**src/rtl/ddr_axi_pkg.sv**
```systemverilog
// ddr_axi_pkg: AXI read-burst encodings and frame reader FSM states.
package ddr_axi_pkg;
    localparam logic [7:0]  AXI_LEN        = 8'd15;
    localparam logic [2:0]  AXI_SIZE       = 3'd4;
    localparam logic [1:0]  AXI_BURST_INCR = 2'b01;
    localparam logic [1:0]  AXI_RESP_OKAY  = 2'b00;
    localparam logic [3:0]  LAST_BEAT      = 4'd15;
    localparam logic [31:0] BURST_BYTES    = 32'd256;
    typedef enum logic [1:0] {IDLE, ADDR, DATA, NEXT} state_t;
endpackage

```
**src/rtl/frame_addr_gen.sv**
```systemverilog
// frame_addr_gen: line/burst counters and the byte address of the next burst.
module frame_addr_gen
    import ddr_axi_pkg::*;
#(
    parameter logic [31:0] BASE_ADDR       = 32'h0000_0000,
    parameter logic [31:0] LINE_STRIDE     = 32'd5120,
    parameter int          BURSTS_PER_LINE = 20,
    parameter int          LINES           = 720
) (
    input  logic        clk,
    input  logic        reset_n,
    input  logic        load,
    input  logic        advance,
    output logic [31:0] addr,
    output logic [15:0] line,
    output logic [15:0] burst,
    output logic        line_end,
    output logic        frame_end
);
    logic [31:0] line_base;
    assign line_end  = burst == 16'(BURSTS_PER_LINE - 1);
    assign frame_end = line == 16'(LINES - 1);
    // line_base tracks BASE_ADDR + line*LINE_STRIDE so no multiplier is needed
    always_ff @(posedge clk) begin
        if (!reset_n || load) begin
            line      <= '0;
            burst     <= '0;
            addr      <= BASE_ADDR;
            line_base <= BASE_ADDR;
        end else if (advance) begin
            if (line_end) begin
                burst     <= '0;
                line      <= line + 16'd1;
                line_base <= line_base + LINE_STRIDE;
                addr      <= line_base + LINE_STRIDE;
            end else begin
                burst <= burst + 16'd1;
                addr  <= addr + BURST_BYTES;
            end
        end
    end
endmodule

```
**src/rtl/ddr_frame_reader.sv**
```systemverilog
// ddr_frame_reader: fetches a frame as 256-byte AXI read bursts and streams the beats out.
module ddr_frame_reader
    import ddr_axi_pkg::*;
#(
    parameter logic [31:0] BASE_ADDR       = 32'h0000_0000,
    parameter logic [31:0] LINE_STRIDE     = 32'd5120,
    parameter int          BURSTS_PER_LINE = 20,
    parameter int          LINES           = 720,
    parameter logic [7:0]  RD_ID           = 8'h01
) (
    input  logic         clk,
    input  logic         reset_n,
    input  logic         frame_start,
    output logic         busy,
    output logic         frame_done,
    output logic         err,
    output logic [7:0]   axi_aid,
    output logic [31:0]  axi_aaddr,
    output logic [7:0]   axi_alen,
    output logic [2:0]   axi_asize,
    output logic [1:0]   axi_aburst,
    output logic [1:0]   axi_alock,
    output logic         axi_atype,
    output logic         axi_avalid,
    input  logic         axi_aready,
    input  logic [7:0]   axi_rid,
    input  logic [127:0] axi_rdata,
    input  logic [1:0]   axi_rresp,
    input  logic         axi_rlast,
    input  logic         axi_rvalid,
    output logic         axi_rready,
    output logic [127:0] px_data,
    output logic         px_valid,
    input  logic         px_ready,
    output logic         px_sol,
    output logic         px_sof
);
    state_t      state, state_n;
    logic [3:0]  beat;
    logic [15:0] line, burst;
    logic        load, advance, acc, bad, line_end, frame_end;

    frame_addr_gen #(
        .BASE_ADDR(BASE_ADDR), .LINE_STRIDE(LINE_STRIDE),
        .BURSTS_PER_LINE(BURSTS_PER_LINE), .LINES(LINES)
    ) u_addr_gen (
        .clk(clk), .reset_n(reset_n), .load(load), .advance(advance),
        .addr(axi_aaddr), .line(line), .burst(burst),
        .line_end(line_end), .frame_end(frame_end)
    );

    assign axi_aid    = RD_ID;
    assign axi_alen   = AXI_LEN;
    assign axi_asize  = AXI_SIZE;
    assign axi_aburst = AXI_BURST_INCR;
    assign axi_alock  = 2'b00;
    assign axi_atype  = 1'b0;
    assign px_data    = axi_rdata;
    assign busy       = state != IDLE;
    assign acc        = state == DATA && axi_rvalid && px_ready;
    // a missing or early rlast counts as a protocol error and still closes the burst
    assign bad        = axi_rresp != AXI_RESP_OKAY || axi_rid != RD_ID || (axi_rlast != (beat == LAST_BEAT));
    assign px_sol     = state == DATA && axi_rvalid && beat == 4'd0 && burst == 16'd0;
    assign px_sof     = px_sol && line == 16'd0;

    always_ff @(posedge clk) begin
        if (!reset_n) begin
            state <= IDLE;
            beat  <= '0;
            err   <= 1'b0;
        end else begin
            state <= state_n;
            if (state == ADDR)
                beat <= '0;
            else if (acc)
                beat <= beat + 4'd1;
            if (acc && bad)
                err <= 1'b1;
        end
    end

    always_comb begin
        state_n    = state;
        load       = 1'b0;
        advance    = 1'b0;
        axi_avalid = 1'b0;
        axi_rready = 1'b0;
        px_valid   = 1'b0;
        frame_done = 1'b0;
        case (state)
            IDLE: begin
                load    = frame_start;
                state_n = frame_start ? ADDR : IDLE;
            end
            ADDR: begin
                axi_avalid = 1'b1;
                state_n    = axi_aready ? DATA : ADDR;
            end
            DATA: begin
                axi_rready = px_ready;
                px_valid   = axi_rvalid;
                state_n    = (acc && (axi_rlast || bad)) ? NEXT : DATA;
            end
            NEXT: begin
                frame_done = line_end && frame_end;
                advance    = !frame_done;
                state_n    = frame_done ? IDLE : ADDR;
            end
            default: state_n = IDLE;
        endcase
    end
endmodule

```
**config.mk**
```make
export PLATFORM = sky130hd
export DESIGN_NAME = ddr_frame_reader
export DESIGN_NICKNAME = d
export VERILOG_FILES = /design/src/rtl/ddr_axi_pkg.sv /design/src/rtl/frame_addr_gen.sv /design/src/rtl/ddr_frame_reader.sv
export SDC_FILE = /design/constraint.sdc
export NUM_CORES = 1
export LEC_CHECK = 0
export ABC_AREA = 1
export CORE_ASPECT_RATIO = 0.5
export CORE_MARGIN = 4
export CORE_UTILIZATION = 30
export CTS_BUF_LIST = sky130_fd_sc_hd__clkbuf_8
export DETAILED_ROUTE_END_ITERATION = 8
export HOLD_SLACK_MARGIN = 0.03
export SYNTH_ARGS = -nofsm -noshare
export SYNTH_HDL_FRONTEND = slang
export SYNTH_SLANG_ARGS = --single-unit
```
**constraint.sdc**
```tcl
create_clock -name clk -period 4.6 [get_ports clk]
set_clock_uncertainty 0.15 [all_clocks]
set_input_delay 1.38 -clock clk [delete_from_list [all_inputs] [get_ports clk]]
set_output_delay 1.38 -clock clk [all_outputs]
set_load 0.005 [all_outputs]
```
==> flow_metrics.env <==
export IMPL_dpl_cell_area_mm2=0.00626
export IMPL_design_area_mm2=0.00648
export IMPL_arrival_ns=2.82
export IMPL_final_core_util_pct=29.8
export IMPL_fmax_mhz=230
export IMPL_drv_slew=0
export IMPL_crit_fanout=2
export IMPL_ir_drop_mv=0.106
export IMPL_slowest_delay_ns=0.49
export IMPL_synth_cell_types=41
export IMPL_die_h_um=113
export IMPL_synth_fa_ha_area_share_pct=1.51
export IMPL_cts_buffer_depth=2
export IMPL_rsz0062_at_grt="no"
export IMPL_synthMuxAreaShare_pct=0
export IMPL_async_flop_share_pct=0
export IMPL_final_min_clock_period_ns=4.35
export IMPL_htree_levels=3
export IMPL_seq_area_frac_synth_pct=25.6
export IMPL_grt_usage_pct=15.4
export IMPL_hold_viol=0
export IMPL_fin_crit_sh_pct=94.6
export IMPL_cts_buffers=9
export IMPL_setup_viol=0
export IMPL_viasPerCell=4.64
export IMPL_cts_tree="yes"
export IMPL_path_clk_slew_ns=0.08
export IMPL_area_growth_syn_to_layout_pct=-2.51
export IMPL_post_cts_setup_buffer_count=0
export IMPL_clock_latency_ns=0.37
export IMPL_cp_end_kind="output port"
export IMPL_fillers=2415
export IMPL_first_pass_iters=5
export IMPL_synth_warnings=0
export IMPL_yosys_area_share_simple_pct=34.0
export IMPL_dieArea_mm2=0.0247
export IMPL_port_buffers=48
export IMPL_grt_pass1_wl_mm=30.1
export IMPL_max_cap_violations=0
export IMPL_ys_flop_type="dfxtp_1"
export IMPL_worst_path_max_delay_cell="clkdlybuf4s50_1"
export IMPL_synth_xor_xnor_area_share_pct=3.82
export IMPL_post_dp_hpwl_mm=15.7
export IMPL_ant_nets=0
export IMPL_layout_nets=1085
export IMPL_power_leakage_nw=2.51
export IMPL_coreArea_mm2=0.0217
export IMPL_die_w_um=218
export IMPL_fin_tns_setup_ns=0
export IMPL_powerDensity_mw_per_mm2=220
export IMPL_synth_compound_area_share_pct=8.12
export IMPL_layout_drive_gt1_share_pct=6.62
export IMPL_antenna_found_initial=0
export IMPL_wl_per_cell_um=16.0
export IMPL_synth_edff_count=0
export IMPL_placementRows=38
export IMPL_total_power_mw=1.42
export IMPL_hold_class="flop to flop"
export IMPL_syn_area_mm2=0.00664
export IMPL_drt_iter0_markers=416
export IMPL_path_class="primary input to output port"
export IMPL_synth_avg_cell_area_um2=6.50
export IMPL_initial_core_util_pct=30.6
export IMPL_clock_sinks=85
export IMPL_worst_pin_slew_ns=0.985
export IMPL_grt_max_degree=47
export IMPL_gp_congestion=0.854
export IMPL_cp_cell_sequence="clkdlybuf4s50_1 > nand3_1 > nor3_1 > nand3_1 > inv_1 > clkdlybuf4s50_1"
export IMPL_ys_seq_elements=85
export IMPL_required_ns=3.07
export IMPL_synthCells=1022
export IMPL_outcome="finished clean"
export IMPL_num_vias=5737
export IMPL_cts_root_buf="clkbuf_8"
export IMPL_grt_pass1_vias=5321
export IMPL_gr_total_overflow=0
export IMPL_drc=0
export IMPL_crit_path_start_kind="primary input"
export IMPL_totalWireLength_mm=19.8
export IMPL_antenna_cells=0
export IMPL_holdWs_ns=0.340
export IMPL_num_io_pins=337
export IMPL_synth_top_family_by_area="simple AND/OR/NAND/NOR gates"
export IMPL_slew_headroom_pct=34.1
[Yosys cell counts, types with 4 or more instances]
cell type | n | area, µm²
o21ai_0 | 25 | 125
a21oi_2 | 10 | 87.6
nand2_1 | 237 | 890
dfxtp_1 | 85 | 1700
a21oi_1 | 37 | 185
nor2_1 | 117 | 439
nand4_1 | 20 | 125
nand3_1 | 83 | 415
inv_1 | 99 | 372
buf_2 | 5 | 25.0
xor2_1 | 20 | 175
nand3b_1 | 4 | 30.0
buf_4 | 161 | 1210
nand2_2 | 11 | 68.8
inv_2 | 6 | 22.5
o21ai_1 | 9 | 45.0
o22ai_1 | 5 | 31.3
buf_6 | 10 | 113
ha_1 | 8 | 100
clkbuf_1 | 5 | 18.8
xnor2_1 | 9 | 78.8
nor2_4 | 5 | 56.3
nor3_1 | 21 | 105
[worst paths after layout]
check | start | end | slack [ns] | cells after the start
worst max-delay path | axi_rvalid | px_sol | 0.25 | 6
worst min register to register | u_addr_gen.line_base[11]$_SDFFE_PP0P_ | u_addr_gen.line_base[11]$_SDFFE_PP0P_ | 0.34 | 2
worst min-delay path | u_addr_gen.line_base[11]$_SDFFE_PP0P_ | u_addr_gen.line_base[11]$_SDFFE_PP0P_ | 0.34 | 2
worst max register to register | u_addr_gen.burst[0]$_SDFFE_PP0P_ | u_addr_gen.burst[2]$_SDFFE_PP0P_ | 1.95 | 11
[power by group]
group / total [mW] / switching [mW] / leakage [nW] / internal [mW]
combinational: 0.0861 / 0.0560 / 1.71 / 0.0301
clock: 0.596 / 0.280 / 0.110 / 0.315
sequential: 0.741 / 0.00330 / 0.685 / 0.738
total: 1.42 / 0.340 / 2.51 / 1.08
[what timing repair did]
action,4_1_cts,5_1_grt
hold buffers,0,0
endpoints found under the setup margin,0,1
gates resized for setup,0,1
[logic make-up after synthesis]
logic type / after synthesis
compound gates: 95
xor+xnor: 29
fa+ha+maj: 8
buf+inv: 289
flops: 85
other cells: 2
simple gates: 514
[critical path: cells and delay by family]
family	cells	cell delay [ns]
buf+inv	3	1.04
simple gates	3	0.40
[metrics by stage]
stage	worst slack (ns)	instances
floorplan	1.25	1052
global placement	0.209	1221
detailed placement	0.122	1221
CTS	0.120	1236
global route	0.130	1236
finish	0.247	1236
[sequential cells by signal (all words and copies together) (netlist names)]
register	flops
u_addr_gen.line_base	22
u_addr_gen.addr	24
beat	4
u_addr_gen.line	16
u_addr_gen.burst	16
err	1
state	2
[routing by layer]
layer  global-route usage (%)  part of all wire, %  vias up
li1                         -                    -     2873
met1                     17.0                   39     2623
met2                     26.9                   48      212
met3                     7.24                   12       29
met4                     4.00                  1.7        0
met5                        0                    0        -
[area by class of cell]
| class | instances | area [µm²] | share of cell area [%] |
|---|---|---|---|
| Clock inverter | 5 | 76.3 | 1.18 |
| Tap cell | 300 | 375 | 5.80 |
| Clock buffer | 10 | 138 | 2.13 |
| Multi-Input combinational cell | 678 | 3270 | 50.5 |
| Inverter | 106 | 400 | 6.18 |
| Sequential cell | 85 | 1700 | 26.3 |
| Timing Repair Buffer | 52 | 513 | 7.92 |
[cell usage in the layout (no fill, tap or decap), types with 4 or more instances in the layout]
cell type	Yosys	layout
a21oi_1	37	37
a21oi_2	10	10
buf_4	161	4
clkbuf_8	0	10
clkdlybuf4s50_1	0	47
conb_1	2	32
dfxtp_1	85	85
ha_1	8	8
inv_1	99	100
inv_2	6	6
nand2_1	237	236
nand2_2	11	12
nand3_1	83	83
nand3b_1	4	4
nand4_1	20	20
nor2_1	117	117
nor2_4	5	5
nor3_1	21	21
o21ai_0	25	25
o21ai_1	9	9
o22ai_1	5	5
xnor2_1	9	9
xor2_1	20	20
No activity file was read; power rests on OpenSTA's default activity.
